File: config.mk
export PLATFORM = sky130hd
export DESIGN_NAME = instr_encoder
export DESIGN_NICKNAME = d
export VERILOG_FILES = /design/src/rtl/instr_encoder_pkg.sv /design/src/rtl/instr_encoder_pack.sv /design/src/rtl/instr_encoder.sv
export SDC_FILE = /design/constraint.sdc
export NUM_CORES = 1
export LEC_CHECK = 0
export CAP_MARGIN = 5
export CELL_PAD_IN_SITES_DETAIL_PLACEMENT = 0
export CELL_PAD_IN_SITES_GLOBAL_PLACEMENT = 2
export CORE_ASPECT_RATIO = 0.75
export CORE_MARGIN = 8
export CORE_UTILIZATION = 28
export DETAILED_ROUTE_END_ITERATION = 16
export GPL_ROUTABILITY_DRIVEN = 0
export PLACE_DENSITY = 0.88
export SLEW_MARGIN = 0
export SYNTH_ARGS = -nofsm -noshare
export SYNTH_HDL_FRONTEND = slang
export SYNTH_SLANG_ARGS = --single-unit
File: constraint.sdc
create_clock -name clk -period 2.7 [get_ports clk]
set_input_delay 0.405 -clock clk [delete_from_list [all_inputs] [get_ports clk]]
set_output_delay 0.405 -clock clk [all_outputs]
set_load 0.05 [all_outputs]
File: src/rtl/instr_encoder_pkg.sv
// -----------------------------------------------------------------------------
// instr_encoder_pkg
//   Shared constants and types for the instruction encoder slice:
//   opcode constants, the in_kind enumeration, immediate range limits and
//   the output state encoding.
// -----------------------------------------------------------------------------
package instr_encoder_pkg;

  localparam logic [6:0] OPC_LOAD   = 7'b0000011;
  localparam logic [6:0] OPC_OP_IMM = 7'b0010011;
  localparam logic [6:0] OPC_STORE  = 7'b0100011;

  typedef enum logic [1:0] {
    KIND_LOAD   = 2'd0,
    KIND_OP_IMM = 2'd1,
    KIND_STORE  = 2'd2,
    KIND_RSVD   = 2'd3
  } kind_e;

  // Legal range of a 12-bit signed immediate.
  localparam int signed IMM_MIN = -2048;
  localparam int signed IMM_MAX = 2047;

  typedef enum logic {
    ST_EMPTY = 1'b0,
    ST_FULL  = 1'b1
  } state_e;

endpackage

File: src/rtl/instr_encoder_pack.sv
// -----------------------------------------------------------------------------
// instr_pack
//   Purely combinational packing of a field bundle into a 32-bit I-type or
//   S-type word, plus an error flag.
//   Configuration macro: IMM_RANGE_CHECK_EN -- when defined, immediates
//   outside [IMM_MIN, IMM_MAX] are flagged as errors; otherwise the
//   immediate is truncated to its low 12 bits.
// Ports:
//   kind_i        2  bundle kind (kind_e encoding)
//   rd_i/rs1_i/rs2_i 5 register fields
//   funct3_i      3  funct3 field
//   imm_i        32  signed immediate
//   instr_o      32  packed word (0 on error)
//   err_o         1  encoding error
// -----------------------------------------------------------------------------
module instr_pack
  import instr_encoder_pkg::*;
(
  input  logic [1:0]  kind_i,
  input  logic [4:0]  rd_i,
  input  logic [4:0]  rs1_i,
  input  logic [4:0]  rs2_i,
  input  logic [2:0]  funct3_i,
  input  logic [31:0] imm_i,
  output logic [31:0] instr_o,
  output logic        err_o
);

`ifdef IMM_RANGE_CHECK_EN
  localparam bit RANGE_CHECK = 1'b1;
`else
  localparam bit RANGE_CHECK = 1'b0;
`endif

  logic        imm_in_range;
  logic        imm_ok;
  logic [11:0] imm12;

  assign imm_in_range = ($signed(imm_i) >= IMM_MIN) && ($signed(imm_i) <= IMM_MAX);
  // Without range checking every immediate is accepted and silently truncated.
  assign imm_ok       = !RANGE_CHECK || imm_in_range;
  assign imm12        = imm_i[11:0];

  always_comb begin
    instr_o = 32'h0000_0000;
    err_o   = 1'b0;
    case (kind_e'(kind_i))
      KIND_LOAD:   instr_o = {imm12, rs1_i, funct3_i, rd_i, OPC_LOAD};
      KIND_OP_IMM: instr_o = {imm12, rs1_i, funct3_i, rd_i, OPC_OP_IMM};
      KIND_STORE:  instr_o = {imm12[11:5], rs2_i, rs1_i, funct3_i, imm12[4:0], OPC_STORE};
      default:     err_o   = 1'b1;
    endcase
    if (!imm_ok) begin
      err_o = 1'b1;
    end
    // An error word always carries an all-zero instruction.
    if (err_o) begin
      instr_o = 32'h0000_0000;
    end
  end

endmodule

File: src/rtl/instr_encoder.sv
// -----------------------------------------------------------------------------
// instr_encoder
//   Accepts field bundles, encodes them (via instr_pack) into a one-deep
//   output register with latency 1, tags each word with a byte address and
//   counts error-free words transferred.
//   Configuration macro: IMM_RANGE_CHECK_EN (see instr_pack).
// Handshake: a transfer happens on any cycle where valid && ready on that
//   side; valid never depends on ready, in_ready = !out_valid || out_ready
//   (forced low during clear and reset) so the register refills in the same
//   cycle it drains.
// Ports:
//   clk, rst_n (async active-low), clear (sync restart)
//   in_valid/in_ready, in_kind, in_rd, in_rs1, in_rs2, in_funct3, in_imm
//   out_valid/out_ready, out_instr, out_addr, out_err, out_count
// -----------------------------------------------------------------------------
module instr_encoder
  import instr_encoder_pkg::*;
#(
  parameter logic [31:0] BASE_ADDR = 32'h0000_0000
) (
  input  logic        clk,
  input  logic        rst_n,
  input  logic        clear,
  input  logic        in_valid,
  output logic        in_ready,
  input  logic [1:0]  in_kind,
  input  logic [4:0]  in_rd,
  input  logic [4:0]  in_rs1,
  input  logic [4:0]  in_rs2,
  input  logic [2:0]  in_funct3,
  input  logic [31:0] in_imm,
  output logic        out_valid,
  input  logic        out_ready,
  output logic [31:0] out_instr,
  output logic [31:0] out_addr,
  output logic        out_err,
  output logic [15:0] out_count
);

  logic [31:0] pack_instr;
  logic        pack_err;

  state_e      state_q, state_d;
  logic [31:0] instr_q, instr_d;
  logic        err_q,   err_d;
  logic [31:0] addr_q,  addr_d;
  logic [15:0] count_q, count_d;

  logic in_xfer;
  logic out_xfer;

  instr_pack u_pack (
    .kind_i   (in_kind),
    .rd_i     (in_rd),
    .rs1_i    (in_rs1),
    .rs2_i    (in_rs2),
    .funct3_i (in_funct3),
    .imm_i    (in_imm),
    .instr_o  (pack_instr),
    .err_o    (pack_err)
  );

  assign out_valid = (state_q == ST_FULL);
  assign in_ready  = rst_n && !clear && (!out_valid || out_ready);
  assign in_xfer   = in_valid && in_ready;
  assign out_xfer  = out_valid && out_ready && !clear;

  // addr_q is the address of the word currently held while FULL, and the
  // address the next loaded word will get while EMPTY.
  always_comb begin
    state_d = state_q;
    instr_d = instr_q;
    err_d   = err_q;
    addr_d  = addr_q;
    count_d = count_q;
    if (clear) begin
      state_d = ST_EMPTY;
      addr_d  = BASE_ADDR;
      count_d = 16'h0000;
    end else begin
      if (out_xfer) begin
        addr_d = addr_q + 32'd4;
        if (!err_q && (count_q != 16'hFFFF)) begin
          count_d = count_q + 16'd1;
        end
      end
      if (in_xfer) begin
        state_d = ST_FULL;
        instr_d = pack_instr;
        err_d   = pack_err;
      end else if (out_xfer) begin
        state_d = ST_EMPTY;
      end
    end
  end

  always_ff @(posedge clk or negedge rst_n) begin
    if (!rst_n) begin
      state_q <= ST_EMPTY;
      instr_q <= 32'h0000_0000;
      err_q   <= 1'b0;
      addr_q  <= BASE_ADDR;
      count_q <= 16'h0000;
    end else begin
      state_q <= state_d;
      instr_q <= instr_d;
      err_q   <= err_d;
      addr_q  <= addr_d;
      count_q <= count_d;
    end
  end

  assign out_instr = instr_q;
  assign out_err   = err_q;
  assign out_addr  = addr_q;
  assign out_count = count_q;

endmodule

==> results of run 1 <==
-- metal layers --
metal  share of wire  vias up
li1                -     1441
met1            0.45     1415
met2            0.41      101
met3            0.13        9
met4           0.011        0
met5               0        -
-- power breakdown --
part / internal (W) / switching, W / leakage [nW]
clock network: 0.000806 / 0.000484 / 0.155
logic: 0.000234 / 0.000434 / 1.03
registers: 0.00121 / 0.0000479 / 1.03
total: 0.00225 / 0.000965 / 2.21
-- state kept, by name, summed over array words and instances (netlist names) --
signal / flops
out_count: 16
out_instr: 28
out_addr: 30
out_valid: 1
out_err: 1
-- stage by stage --
| stage | total power [W] | instance area [um2] |
|---|---|---|
| final | 0.00322 | 5270 |
| after global routing | 0.00337 | 5270 |
| after CTS | 0.00327 | 5270 |
| after detailed placement | 0.00195 | 4950 |
| after global placement | 0.00195 | 4950 |
| after floorplan | 0.00168 | 3620 |
-- worst max path at each step --
stage / cells after the start / to / slack (ns)
2_1_floorplan: 6 / out_instr[18]$_DFFE_PN0P_ / 0.56
3_3_place_gp: 6 / out_addr[22]$_DFFE_PN0P_ / 0.37
3_5_place_dp: 6 / out_addr[28]$_DFFE_PN0P_ / 0.38
4_1_cts: 1 / out_valid / 0.53
5_1_grt: 1 / out_valid / 0.49
6_report: 1 / out_valid / 0.57
-- synthesized netlist by cell type (2+ instances only) --
cell type / n
sky130_fd_sc_hd__nor4b_2: 2
sky130_fd_sc_hd__and3_1: 6
sky130_fd_sc_hd__nand2b_1: 3
sky130_fd_sc_hd__buf_1: 4
sky130_fd_sc_hd__nand2_1: 26
sky130_fd_sc_hd__nor2_1: 52
sky130_fd_sc_hd__ha_1: 2
sky130_fd_sc_hd__dfrtp_1: 76
sky130_fd_sc_hd__or2_2: 2
sky130_fd_sc_hd__nor2b_1: 11
sky130_fd_sc_hd__and4_1: 4
sky130_fd_sc_hd__inv_1: 6
sky130_fd_sc_hd__nand3_1: 18
sky130_fd_sc_hd__nor4_4: 3
sky130_fd_sc_hd__nand4_1: 11
sky130_fd_sc_hd__a21oi_1: 16
sky130_fd_sc_hd__a22o_1: 15
sky130_fd_sc_hd__xor2_1: 22
sky130_fd_sc_hd__xnor2_1: 15
sky130_fd_sc_hd__o21ai_0: 17
sky130_fd_sc_hd__buf_4: 7
sky130_fd_sc_hd__or3_1: 2
sky130_fd_sc_hd__clkbuf_1: 7
sky130_fd_sc_hd__nor3_1: 5
-- cell families after synthesis --
group                      count (synthesis)
adders and majority gates                  2
DFF                                       76
xor gates and xnor gates                  37
AOI/OAI and AO/OA                         53
other                                      1
and+or+nand+nor                          155
buffers and inverters                     25
muxes                                      2
-- layout make-up --
type | count | area, um2 | area share
clock inverter | 7 | 91.3 | 0.0173
multi-input combinational | 254 | 1600 | 0.304
clock buffer | 9 | 225 | 0.0428
sequential | 76 | 1900 | 0.361
timing repair buffer | 123 | 1210 | 0.230
tap | 171 | 214 | 0.0406
inverter | 6 | 22.5 | 0.00428
==> implementation parameters, run 1 <==
Parameter                              Value

Die
  Total Die Area ... 0.0168 mm2
  Overall die width ... 147 um
  Number of cell rows ... 36
  Initial Util ... 0.282
  Total core area ... 0.0128 mm2
  Height of the chip ... 114 um
  # IOs ... 140

Final layout
  Share of layout cells above drive strength 1 ... 0.0884
  Most common cell after layout, fill and taps aside ... sky130_fd_sc_hd__clkdlybuf4s50_1
  Number of fill cells in the layout ... 1,246
  Antenna diode count ... 0
  Commonest cells after routing, fill and taps aside ... sky130_fd_sc_hd__clkdlybuf4s50_1, sky130_fd_sc_hd__dfrtp_1, sky130_fd_sc_hd__nor2_1
  Number of nets in the final layout ... 529
  Area growth from synthesis to layout ... 46.0%
  Fin cells ... 646
  Utilization after layout ... 0.412

Clocking
  Clock transition at path regs ... 0.06 ns
  Root buffer cell ... sky130_fd_sc_hd__clkbuf_16
  Clock latency at the later pin of the worst-skew pair ... 0.33 ns
  Clock net sink count ... 76
  Clock tree from TritonCTS ... yes
  Total of cells resized after clock tree synthesis ... 0
  Total CTS buffers ... 9
  Post-CTS setup buffer count ... 0
  Worst-case clock buffer depth ... 2
  CTS Hold Buffers Added ... 0
  CTS HTree Levels ... 3

Worst setup path
  Required time of the critical path ... 2.30 ns
  Setup slack of the most critical reg-to-reg path ... 0.77 ns
  Arrival time at the worst endpoint ... 1.72 ns
  Cell Chain, Critical Path ... clkdlybuf4s50_1
  Type of element capturing the critical path ... primary output
  R2R Path Start ... out_addr[2]$_DFFE_PN0P_
  Cell type group with the largest total delay on the critical path ... buffers and inverters
  Terminus of the critical flop-to-flop path ... out_addr[28]$_DFFE_PN0P_
  Slowest cell delay on critical path ... 0.89 ns
  R2R cell count ... 6
  Worst path slowest cell ... sky130_fd_sc_hd__clkdlybuf4s50_1
  Worst Setup Path Type ... reg -> out
  Largest fanout on the critical path ... 8
  Setup crit start kind ... flip-flop
  Buffer and inverter count on the worst path ... 1
  CP startpoint ... out_valid$_DFFE_PN0P_

Route
  Avg Vias per Cell ... 4.59
  Final antenna-violating net count ... 0
  Average wire length per cell after detail routing ... 15.2 um
  Sum of routed wire length over all layers ... 9830 um
  Drt pass-1 iters ... 4
  Violation count after the first detailed-route iteration ... 137
  Via count ... 2,966
  Number of remaining DRC errors ... 0

Global route
  Wire length of the first global-routing pass ... 16,100 um
  Met3 usage ... 0.0786
  Vias in the first global route ... 3,125
  Number of antenna violations at the first check in global routing ... 0
  Aggregate global-route resource usage ... 0.120
  Fraction of met2 tracks used by global routing ... 0.172
  Largest net degree at the start of global routing ... 77
  GR met1 Demand/Resource ... 0.141
  Busiest layer in global routing ... met2
  GRT Residual Overflow ... 0

Yosys
  Number of unique standard cell types used by synthesis ... 43
  Compound-cell area share of the yosys netlist ... 0.0943
  Number of synthesized register bits ... 76
  Synthesized cell area ... 0.00361 mm2
  Synthesized netlist cell count ... 351
  Synthesized-area fraction occupied by adder cells ... 0.00694
  Mux contribution to synthesized area ... 0.00590
  Synth top area share ... 0.527
  Largest family of logic cells by synthesized area ... simple AND/OR/NAND/NOR gates
  Ys async rst share ... 1.00
  Mean instance size in the synthesized netlist ... 10.3 um2
  Number of enable-type register cells in the synthesized netlist ... 0
  Most frequently used flop master after synthesis ... sky130_fd_sc_hd__dfrtp_1
  Largest area contributor in the synthesized netlist ... sky130_fd_sc_hd__dfrtp_1
  Post-synthesis share of cell area spent on xor and xnor gates ... 0.0898
  Sequential element share of the synthesized area ... 0.527
  Count of yosys warnings during synthesis ... 0
  Area share of and/or/nand/nor cells after synthesis ... 0.241
  Biggest area contributors in the synthesized netlist ... sky130_fd_sc_hd__dfrtp_1, sky130_fd_sc_hd__nor2_1, sky130_fd_sc_hd__xor2_1

Run status
  Status ... completed

Place
  Pre-CTS worst setup slack ... 0.382 ns
  Placed Cells incl. Taps ... 630
  Detailed-placement wirelength estimate ... 7000 um
  Port-buffer cells ... 114

Timing
  Total setup violations reported at the end of the flow ... 0
  Summed negative setup slack over all endpoints ... 0 ns
  Slew at the pin closest to its max-slew limit ... 0.982 ns
  Final hold slack ... 0.345 ns
  Crit share post-route ... 0.788
  Unrepaired setup endpoints after global routing ... false
  Min cycle time layout ... 2.13 ns
  Worst rel slew slack ... 0.345
  Endpoints failing hold ... 0
  Post-Route Skew ... 0.00557 ns
  Max Clock Freq ... 0.470 GHz
  Setup slack after layout ... 0.573 ns
  Final Max Slew Viols ... 0

Power and ir drop
  Worst-case vdd ir drop ... 0.403 mV
  Leakage power total ... 2.21 nW
  Total power density per cell area ... 611 mW/mm2

Min path
  Worst hold path type ... in -> async

Flow run
  Max-capacitance violation count ... 0
No activity file was read; power rests on OpenSTA's default activity.
==> run 2: changes to the inputs <==
- CORE_UTILIZATION: 28 -> 26
- PLACE_DENSITY: 0.88 -> 0.83
- clock period: 2.7 -> 2.08 ns (I/O delays scaled with it)
==> run 2 against run 1 <==
  * Count of clock-buffer cells in the layout increased by 2
  * Highest routed layer unchanged
  * Critical endpoint unchanged
  * Sequential cell count unchanged
  * First-iteration DRC count increased by 5.1%
  * Largest cell class unchanged
  * Power increased by 39%
  * Register-to-register slack got worse by 0.50 ns
  * Critical path type unchanged
  * Routed wire length decreased by 1.2%
  * Via count decreased by 0.98%
  * Critical path depth unchanged
  * Sequential power increased by 30%
  * Utilization decreased by 1.5 points
==> implementation parameters, run 2 (synthesis gave the netlist of run 1 again) <==
Parameter                              Value

Worst setup path
  Buffer and inverter count on the worst path ... 1 (unchanged)
  Setup crit start kind ... flip-flop (unchanged)
  Cell Chain, Critical Path ... clkdlybuf4s50_1 (unchanged)
  Type of element capturing the critical path ... primary output (unchanged)
  Setup slack of the most critical reg-to-reg path ... 0.27 ns (was 0.77 ns)
  Required time of the critical path ... 1.77 ns (was 2.30 ns)
  Worst Setup Path Type ... reg -> out (unchanged)
  Worst path slowest cell ... sky130_fd_sc_hd__clkdlybuf4s50_1 (unchanged)
  Largest fanout on the critical path ... 8 (unchanged)
  R2R cell count ... 6 (unchanged)
  R2R Path Start ... out_count[0]$_DFFE_PN0P_ (was out_addr[2]$_DFFE_PN0P_)
  Terminus of the critical flop-to-flop path ... out_count[5]$_DFFE_PN0P_ (was out_addr[28]$_DFFE_PN0P_)
  Cell type group with the largest total delay on the critical path ... buffers and inverters (unchanged)
  Arrival time at the worst endpoint ... 1.68 ns (was 1.72 ns)
  Slowest cell delay on critical path ... 0.86 ns (was 0.89 ns)

Final layout
  Most common cell after layout, fill and taps aside ... sky130_fd_sc_hd__clkdlybuf4s50_1 (unchanged)
  Number of nets in the final layout ... 536 (was 529)
  Number of fill cells in the layout ... 1,319 (was 1,246)
  Commonest cells after routing, fill and taps aside ... sky130_fd_sc_hd__clkdlybuf4s50_1, sky130_fd_sc_hd__dfrtp_1, sky130_fd_sc_hd__nor2_1 (unchanged)
  Fin cells ... 656 (was 646)
  Largest register FFs ... 30 (unchanged)
  Share of layout cells above drive strength 1 ... 0.102 (was 0.0884)
  Area growth from synthesis to layout ... 50.2% (was 46.0%)
  Antenna diode count ... 0 (unchanged)

Timing
  Final Max Slew Viols ... 0 (unchanged)
  Max Clock Freq ... 0.501 GHz
  Endpoints failing hold ... 0 (unchanged)
  Worst rel slew slack ... 0.634 (was 0.345)
  Total setup violations reported at the end of the flow ... 0 (unchanged)
  Post-Route Skew ... 0.00439 ns (was 0.00557 ns)
  Slew at the pin closest to its max-slew limit ... 0.549 ns (was 0.982 ns)
  Crit share post-route ... 0.960
  Min cycle time layout ... 2.00 ns
  Unrepaired setup endpoints after global routing ... false (unchanged)

Clocking
  Total CTS buffers ... 9 (unchanged)
  Clock latency at the later pin of the worst-skew pair ... 0.33 ns (about the same)
  Worst-case clock buffer depth ... 2 (unchanged)
  Total of cells resized after clock tree synthesis ... 0 (unchanged)
  Post-CTS setup buffer count ... 0 (unchanged)
  CTS Hold Buffers Added ... 0 (unchanged)
  Clock transition at path regs ... 0.06 ns (about the same)
  Clock net sink count ... 76 (unchanged)
  CTS HTree Levels ... 3 (unchanged)
  Root buffer cell ... sky130_fd_sc_hd__clkbuf_16 (unchanged)
  Clock tree from TritonCTS ... yes (unchanged)

Global route
  Vias in the first global route ... 3,218 (was 3,125)
  Number of antenna violations at the first check in global routing ... 0 (unchanged)
  Wire length of the first global-routing pass ... 17,000 um (was 16,100 um)
  GRT Residual Overflow ... 0 (unchanged)
  Largest net degree at the start of global routing ... 50 (was 77)
  Aggregate global-route resource usage ... 0.114 (was 0.120)

Route
  Number of remaining DRC errors ... 0 (unchanged)
  Final antenna-violating net count ... 0 (unchanged)
  Violation count after the first detailed-route iteration ... 144 (was 137)
  Average wire length per cell after detail routing ... 14.8 um (was 15.2 um)
  Avg Vias per Cell ... 4.48 (was 4.59)
  Via count ... 2,937 (was 2,966)
  Drt pass-1 iters ... 4 (unchanged)
  Sum of routed wire length over all layers ... 9710 um (was 9830 um)

Power and ir drop
  Overall power of the completed layout ... 0.00447 W (was 0.00322 W)
  Leakage power total ... 2.28 nW (was 2.21 nW)
  Worst-case vdd ir drop ... 0.407 mV (was 0.403 mV)
  Total power density per cell area ... 824 mW/mm2 (was 611 mW/mm2)

Place
  Detailed-placement wirelength estimate ... 7060 um (was 7000 um)
  Port-buffer cells ... 114 (unchanged)
  Placed Cells incl. Taps ... 641 (was 630)

Die
  Height of the chip ... 118 um (was 114 um)
  Initial Util ... 0.264 (was 0.282)
  Number of cell rows ... 37 (was 36)
  Total core area ... 0.0137 mm2 (was 0.0128 mm2)
  # IOs ... 140 (unchanged)
  Total Die Area ... 0.0179 mm2 (was 0.0168 mm2)
  Overall die width ... 152 um (was 147 um)

Run status
  Status ... completed (unchanged)

Min path
  Worst hold path type ... in -> async (unchanged)

Flow run
  Max-capacitance violation count ... 0 (unchanged)
==> run 2: worst max path at each step <==
stage,startpoint,end,slack [ns],cells after the start
floorplan,out_addr[5]$_DFFE_PN0P_,out_addr[31]$_DFFE_PN0P_,0.11,5
finish,out_valid$_DFFE_PN0P_,out_valid,0.08,1
global route,out_valid$_DFFE_PN0P_,out_valid,0.01,1
detailed placement,out_ready,out_count[15]$_DFFE_PN0P_,-0.07,7
CTS,out_valid$_DFFE_PN0P_,out_valid,0.03,1
global placement,out_ready,out_addr[31]$_DFFE_PN0P_,-0.06,8
==> run 2: power breakdown <==
group	internal, W	switching (W)	leakage (nW)
clock	0.00135	0.000603	0.182
sequential	0.00158	0.0000616	1.03
combinational	0.000313	0.000560	1.07
==> run 2: cell type report <==
class                           instances  area, um2  area share
Sequential cell                        76       1900       0.351
Multi-Input combinational cell        254       1600       0.295
Timing Repair Buffer                  130       1300       0.240
Clock buffer                           11        253      0.0467
Tap cell                              175        219      0.0404
Clock inverter                          4        120      0.0222
Inverter                                6       22.5     0.00416
==> run 2: metal layers <==
metal	track usage	routed length, um	part of all wire	up-vias
met1	0.146	4640	0.48	1404
met5	0	0	0	-
met2	0.171	4260	0.44	74
met4	0.0299	86	0.0089	0
met3	0.0506	724	0.075	11
li1	-	-	-	1448
==> run 2: stage by stage <==
| step | hold slack [ns] | setup WS, ns | utilization | area (um2) | setup TNS [ns] |
|---|---|---|---|---|---|
| after floorplan | 0.0164 | 0.106 | - | 3620 | 0 |
| after global placement | 0.464 | -0.0638 | 0.369 | 5040 | -0.389 |
| after detailed placement | 0.473 | -0.0693 | 0.369 | 5040 | -0.588 |
| after CTS | 0.111 | 0.0274 | 0.397 | 5420 | 0 |
| after global routing | 0.139 | 0.0103 | 0.397 | 5420 | 0 |
| final | 0.0974 | 0.0837 | 0.397 | 5420 | 0 |
